File: src/rtl/act_row_writer.sv
// Realigns skewed activation lanes from the systolic array and writes each row as one word to the unified buffer.
// Optional macro ACT_ROW_WRITER_RELU_EN applies ReLU to every aligned lane before the output register.
module act_row_writer #(
   parameter int DATA_WIDTH = 8,
   parameter int ARR_INPUTS = 4,
   parameter int ADDR_WIDTH = 8
) (
   input  logic                               clk,
   input  logic                               rst_n,
   input  logic                               start,
   input  logic [ADDR_WIDTH-1:0]              base_addr,
   input  logic [ADDR_WIDTH-1:0]              num_rows,
   input  logic                               in_valid,
   input  logic [DATA_WIDTH*ARR_INPUTS-1:0]   in_data,
   output logic                               mem_wr_en,
   output logic [ADDR_WIDTH-1:0]              mem_wr_addr,
   output logic [DATA_WIDTH*ARR_INPUTS-1:0]   mem_wr_data,
   output logic                               busy,
   output logic                               done
);

   localparam int ROW_W = DATA_WIDTH*ARR_INPUTS;

   typedef enum logic [1:0] {IDLE, RUN, DONE} state_t;

   state_t                state;
   logic [ADDR_WIDTH-1:0] addr_cnt;
   logic [ADDR_WIDTH-1:0] rows_left;
   logic [ARR_INPUTS-2:0] vpipe;
   logic                  row_valid;
   logic [ROW_W-1:0]      aligned;

   // Lane i arrives i cycles late, so it is delayed ARR_INPUTS-1-i cycles to line up with the last lane.
   for (genvar i = 0; i < ARR_INPUTS; i++) begin : g_lane
      localparam int DEPTH = ARR_INPUTS - 1 - i;
      logic [DATA_WIDTH-1:0] lane;

      if (DEPTH == 0) begin : g_pass
         assign lane = in_data[i*DATA_WIDTH +: DATA_WIDTH];
      end else begin : g_dly
         logic [DATA_WIDTH-1:0] stage [DEPTH];

         always_ff @(posedge clk or negedge rst_n) begin
            if (!rst_n) begin
               for (int k = 0; k < DEPTH; k++) stage[k] <= '0;
            end else begin
               stage[0] <= in_data[i*DATA_WIDTH +: DATA_WIDTH];
               for (int k = 1; k < DEPTH; k++) stage[k] <= stage[k-1];
            end
         end

         assign lane = stage[DEPTH-1];
      end

`ifdef ACT_ROW_WRITER_RELU_EN
      assign aligned[i*DATA_WIDTH +: DATA_WIDTH] = lane[DATA_WIDTH-1] ? '0 : lane;
`else
      assign aligned[i*DATA_WIDTH +: DATA_WIDTH] = lane;
`endif
   end

   always_ff @(posedge clk or negedge rst_n) begin
      if (!rst_n) begin
         vpipe <= '0;
      end else begin
         vpipe[0] <= in_valid;
         for (int k = 1; k < ARR_INPUTS-1; k++) vpipe[k] <= vpipe[k-1];
      end
   end

   assign row_valid = vpipe[ARR_INPUTS-2];

   // Batch control; done and the final write beat are issued on the same edge.
   always_ff @(posedge clk or negedge rst_n) begin
      if (!rst_n) begin
         state       <= IDLE;
         addr_cnt    <= '0;
         rows_left   <= '0;
         busy        <= 1'b0;
         done        <= 1'b0;
         mem_wr_en   <= 1'b0;
         mem_wr_addr <= '0;
         mem_wr_data <= '0;
      end else begin
         mem_wr_en <= 1'b0;
         done      <= 1'b0;
         case (state)
            IDLE: begin
               if (start) begin
                  addr_cnt  <= base_addr;
                  rows_left <= num_rows;
                  if (num_rows == '0) begin
                     state <= DONE;
                     done  <= 1'b1;
                  end else begin
                     state <= RUN;
                     busy  <= 1'b1;
                  end
               end
            end
            RUN: begin
               if (row_valid && rows_left != '0) begin
                  mem_wr_en   <= 1'b1;
                  mem_wr_addr <= addr_cnt;
                  mem_wr_data <= aligned;
                  addr_cnt    <= addr_cnt + 1'b1;
                  rows_left   <= rows_left - 1'b1;
                  if (rows_left == ADDR_WIDTH'(1)) begin
                     state <= DONE;
                     busy  <= 1'b0;
                     done  <= 1'b1;
                  end
               end
            end
            DONE: begin
               state <= IDLE;
            end
            default: begin
               state <= IDLE;
            end
         endcase
      end
   end

endmodule

File: config.mk
export PLATFORM = sky130hd
export DESIGN_NAME = act_row_writer
export DESIGN_NICKNAME = d
export VERILOG_FILES = /design/src/rtl/act_row_writer.sv
export SDC_FILE = /design/constraint.sdc
export NUM_CORES = 1
export LEC_CHECK = 0
export ABC_CLOCK_PERIOD_IN_PS = 1900
export CORE_ASPECT_RATIO = 1.5
export CORE_MARGIN = 1
export CORE_UTILIZATION = 40
export CTS_BUF_LIST = sky130_fd_sc_hd__clkbuf_8
export CTS_CLUSTER_SIZE = 14
export DETAILED_ROUTE_END_ITERATION = 7
export HOLD_SLACK_MARGIN = 0.08
export PLACE_DENSITY = 0.71
export SLEW_MARGIN = 20
export SYNTH_ARGS = -nofsm -noshare
export SYNTH_HDL_FRONTEND = slang
export SYNTH_SLANG_ARGS = --single-unit
export TNS_END_PERCENT = 100
File: constraint.sdc
create_clock -name clk -period 1.9 [get_ports clk]
set_input_delay 0.475 -clock clk [delete_from_list [all_inputs] [get_ports clk]]
set_output_delay 0.475 -clock clk [all_outputs]
set_load 0.01 [all_outputs]
; ---- Word-level counts from Yosys, hierarchy flattened
; Cells that the tools add are included.
[classes]
bitwise_logic = 0
mux = 23
div_mod_pow = 0
shift = 0
mul = 0
order_cmp = 0
n_reduce_logical = 9
eq_ne = 6
add_sub_neg = 2
[ops]
columns = operator, n
row1 = $mux W8, 4
row2 = $pmux W8 S2, 2
row3 = $mux W1, 10
row4 = $add A8 B1 Y8 const B, 1
row5 = $eq A8 B1 Y1 const B, 1
row6 = $logic_not A8 Y1, 1
row7 = $mux W2, 4
row8 = $ne A2 B2 Y1 const B, 4
row9 = $reduce_bool A8 Y1, 1
row10 = $sub A8 B1 Y8 const B, 1
row11 = $reduce_and A3 Y1, 2
row12 = $reduce_and A5 Y1, 1
row13 = $pmux W1 S2, 2
row14 = $pmux W2 S2, 1
row15 = $eq A2 B1 Y1 const B, 1
row16 = $logic_not A2 Y1, 1
row17 = $reduce_and A2 Y1, 1
row18 = $reduce_bool A2 Y1, 1
row19 = $logic_and A1 B1 Y1, 1
[totals]
n_memories = 0
in_bits = 52
register_bits = 112
mem_bits_rw = 0
latch_bits = 0
romBits = 0
elab_cells = 55

; ---- Longest topological paths before layout
[depth]
depth_word = 4
ltp_mapped = 9

; ---- Least setup slack after synthesis
; OpenSTA, ideal clock, no wires.
[synth_path]
path_kind = reg2reg
startpoint = register rows_left[0]
endpoint = register rows_left[6]
t_arrival_ps = 1713
period_less_slack_ps = 1850
stages_incl_launch_ff = 7
slack_ps = 50
path_buffers = 0
setup_time_ps = 136
cell_sequence = dfrtp_1 -> inv_1 -> ha_1 -> or4b_1 -> or4_1 -> a21oi_1 -> a211oi_1
[synth_via]
elab_chain_cells = 4
[synth_rtl]
columns = element, line_no
row1 = start: declaration, 28  ; logic [ADDR_WIDTH-1:0] rows_left;
row2 = start signal: assignment, 91  ; rows_left <= num_rows;
row3 = start signal: assignment, 107  ; rows_left <= rows_left - 1'b1;
row4 = branches (longest 4 deep; another with $sub A8 B1 Y8), --
; Parallel ways; which one is timed is not known. The select of a mux whose other input is x is not followed.
; A chain may end at the register's enable or synchronous reset.

; ---- Final worst setup path
; Ends and elaborated chain as after synthesis.

==> flow_summary.toml <==
[run_status]
status = "complete, no violations"

[setup_path]
r2r_end = "rows_left[6]$_DFFE_PN0P_"
startpoint_type = "flop"
critPathArrivalTime_ns = 2.08
endpoint_kind = "flop"
timing.rr.start = "rows_left[0]$_DFFE_PN0P_"
endpoint = "rows_left[6]$_DFFE_PN0P_"
r2r_cells = 6
required_ns = 2.15
cp_max_fo = 3
crit_type = "reg2reg"
reg2reg_setup_slack_ns = 0.08
crit_chain = "inv_2, ha_4, or4b_4, or4_4, a21oi_2, a211oi_1"
critPathMaxStageDelay_ns = 0.47
slowest_stage = "or4b_4"
critPathLaunch = "rows_left[0]$_DFFE_PN0P_"

[floorplanning]
die-height_um = 124.1
io_pins = 95
die_width_um = 83.37
core_um2 = 9689
initial_core_util = 0.4100
core.rowCount = 44
dieArea_um2 = 10340

[cts]
root_buffer = "clkbuf_8"
path_clk_slew_ns = 0.10
h-tree-depth = 3
cts.sinks = 112
cts_made_buffers = 9
clockBufferDepth = 2
clock_latency_ns = 0.36
cts_tree = "built"

[pwr]
power_frac_seq = 0.439
swShare = 0.3369
p_clk_frac = 0.181
p_per_area_nw_per_um2 = 1433
power.static_leakage_nw = 2.602
comb_power_share = 0.380
finalPower_mw = 7.896
p_int_mw = 5.236
vdd_drop_max_mv = 0.8632
p_switching_mw = 2.660

[yosys]
syn-num-nets = 407
synth_cell_types = 41
ys_seq_elements = 112
ys_seq_area_frac = 0.7055
synth-edff-count = 0
ys_warn_count = 0
synth-main-ff-cell = "dfrtp_1"
avgSynthCellArea_um2 = 11.29
synth_cells = 352
async_flop_share = 1.000
syn-cell-area_um2 = 3973

[final_layout]
syn_to_final_growth_pct = 38.68
antenna_cells = 0
final_area_um2 = 5509
num-nets-final = 531
drive_above_1_share = 0.1292

[detailed_routing]
wire_per_inst_um = 14.25
ant_nets = 0
firstDrtPassIters = 4
drc = 0
drt_iter0_markers = 128
viasPerCell = 4.963
vias = 2953
routed_wirelength_um = 8478

[placed_design]
port_buffers = 94
postPlaceCellArea_um2 = 5240
place_ws_ns = -0.05438
dp_hpwl_um = 5997
place_congestion = 0.9024

[global_route]
grt_overflow = 0
grt_pass1_vias = 2869
grt_max_degree = 49
grt_util_all_layers = 0.1698
grt_first_pass_wirelength_um = 13570
antenna_found_initial = 0

[sta]
grt_setup_unrepaired = "false"
setup_ws_ns = 0.07547
fin_crit_sh = 0.9603
drv_slew = 0
hold_violations = 0
tns_ns = 0
finClkSkew_ns = 0.01071
period_needed_ns = 1.825
tightest_slew_ns = 0.4415
setup_viol = 0
timing.fmax_mhz = 548.1
slew_headroom = 0.7057

[min_path]
timing.hold.worst.class = "reg2reg"
min_from = "g_lane[1].g_dly.stage[9]$_DFF_PN0_"

[flow_run]
maxCapViolCount = 0
[kinds of logic after synthesis]
| kind of cell | Yosys count | share of synthesized area |
|---|---|---|
| flops | 112 | 0.7055 |
| mux | 1 | 0.002520 |
| simple gates | 177 | 0.1912 |
| fa+ha+maj | 3 | 0.009450 |
| compound gates | 37 | 0.06804 |
| buf+inv | 22 | 0.02331 |
[flip-flops by register name, summed over array words and instances, names as in the netlist]
name	flops
g_lane.g_dly.stage	32
state	2
mem_wr_addr	8
done	1
rows_left	8
mem_wr_en	1
g_lane.lane	16
addr_cnt	8
mem_wr_data	32
vpipe	3
busy	1
[what timing repair did]
item | CTS | global route
pin swaps | 0 | 2
setup buffers | 0 | 3
gates resized for setup | 1 | 9
hold endpoints to repair | 19 | 0
hold buffers | 1 | 0
endpoints found under the setup margin | 3 | 38
[layout by cell type (no fill, tap or decap), types with 2 or more instances in the layout]
| cell | n |
|---|---|
| a211oi_1 | 2 |
| a21oi_1 | 6 |
| a221oi_1 | 2 |
| a22o_1 | 2 |
| a311oi_1 | 2 |
| and3_1 | 9 |
| buf_12 | 2 |
| buf_4 | 32 |
| clkbuf_8 | 9 |
| clkdlybuf4s50_1 | 93 |
| dfrtp_1 | 112 |
| ha_1 | 2 |
| inv_1 | 3 |
| inv_2 | 3 |
| inv_6 | 3 |
| nand2_1 | 126 |
| nand3_1 | 4 |
| nand4_1 | 2 |
| nor2_1 | 10 |
| nor3_1 | 11 |
| nor4_1 | 4 |
| o211a_1 | 2 |
| o21ai_0 | 2 |
| o21ai_1 | 2 |
| o22ai_1 | 5 |
| o32ai_1 | 3 |
[per-layer routing]
layer  vias up  wire (µm)  global-route usage
met3        12        435             0.04374
met5         -          0                   0
met2        77       4377              0.2807
met4         0        206             0.08836
met1      1446       3459              0.2062
li1       1418          -                   -
[power by group through the flow]
stage | clock network [mW] | logic [mW] | registers, mW
4_1_cts | 1.48 | 2.96 | 3.46
5_1_grt | 1.59 | 3.32 | 3.56
3_5_place_dp | 0 | 2.94 | 3.49
3_3_place_gp | 0 | 2.89 | 3.47
2_1_floorplan | 0 | 1.22 | 3.63
6_report | 1.43 | 3.00 | 3.47
[cells in the mapped netlist, types with 2 or more instances]
cell type	count	share of area
a221oi_1	2	0.0044
clkbuf_1	7	0.0066
inv_2	2	0.0019
nor4b_1	2	0.0044
o22ai_1	5	0.0079
o21ai_0	2	0.0025
and3_1	9	0.014
a211oi_1	2	0.0038
nand3_1	4	0.0050
a21oi_1	7	0.0088
nand4_1	2	0.0031
o21ai_1	2	0.0025
a22o_1	2	0.0044
dfrtp_1	112	0.71
nor2_1	10	0.0094
o32ai_1	3	0.0066
nor4_1	4	0.0063
o211a_1	2	0.0050
nor3_1	12	0.015
buf_2	8	0.010
a311oi_1	2	0.0044
nand2_1	126	0.12
ha_1	3	0.0094
inv_1	5	0.0047
[cell type report]
class / count / area (µm²)
clock inverters: 6 / 75.07
fillers: 851 / 4180
multi-input cells: 218 / 1114
clock buffers: 9 / 123.9
flip-flops and latches: 112 / 2803
well taps: 115 / 143.9
repair buffers: 128 / 1221
inverters: 7 / 28.78
[worst min path at each step]
stage | to | slack, ns | cells past startpoint
4_1_cts | g_lane[0].g_dly.stage[14]$_DFF_PN0_ | 0.36 | 0
6_report | g_lane[1].lane[1]$_DFF_PN0_ | 0.36 | 0
2_1_floorplan | addr_cnt[0]$_DFFE_PN0P_ | 0.18 | 0
3_3_place_gp | g_lane[0].lane[2]$_DFF_PN0_ | 0.33 | 0
3_5_place_dp | g_lane[0].g_dly.stage[14]$_DFF_PN0_ | 0.33 | 0
5_1_grt | g_lane[0].lane[5]$_DFF_PN0_ | 0.37 | 0
[critical path, delay by kind of cell (launching register included)]
family                   cells  cell delay [ns]
flip-flops                   1             0.41
buffers and inverters        1             0.08
AND/OR/NAND/NOR              2             0.90
adder cells (fa/ha/maj)      1             0.13
AO/OA/AOI/OAI                2             0.20
[through the flow]
stage	hold WS, ns	util	instances
finish	0.3578	0.5686	595
global route	0.3660	0.5686	595
CTS	0.3601	0.5626	592
detailed placement	0.3347	0.5408	576
global placement	0.3312	0.5408	576
floorplan	0.1794	-	352
No activity file was read; power rests on OpenSTA's default activity.
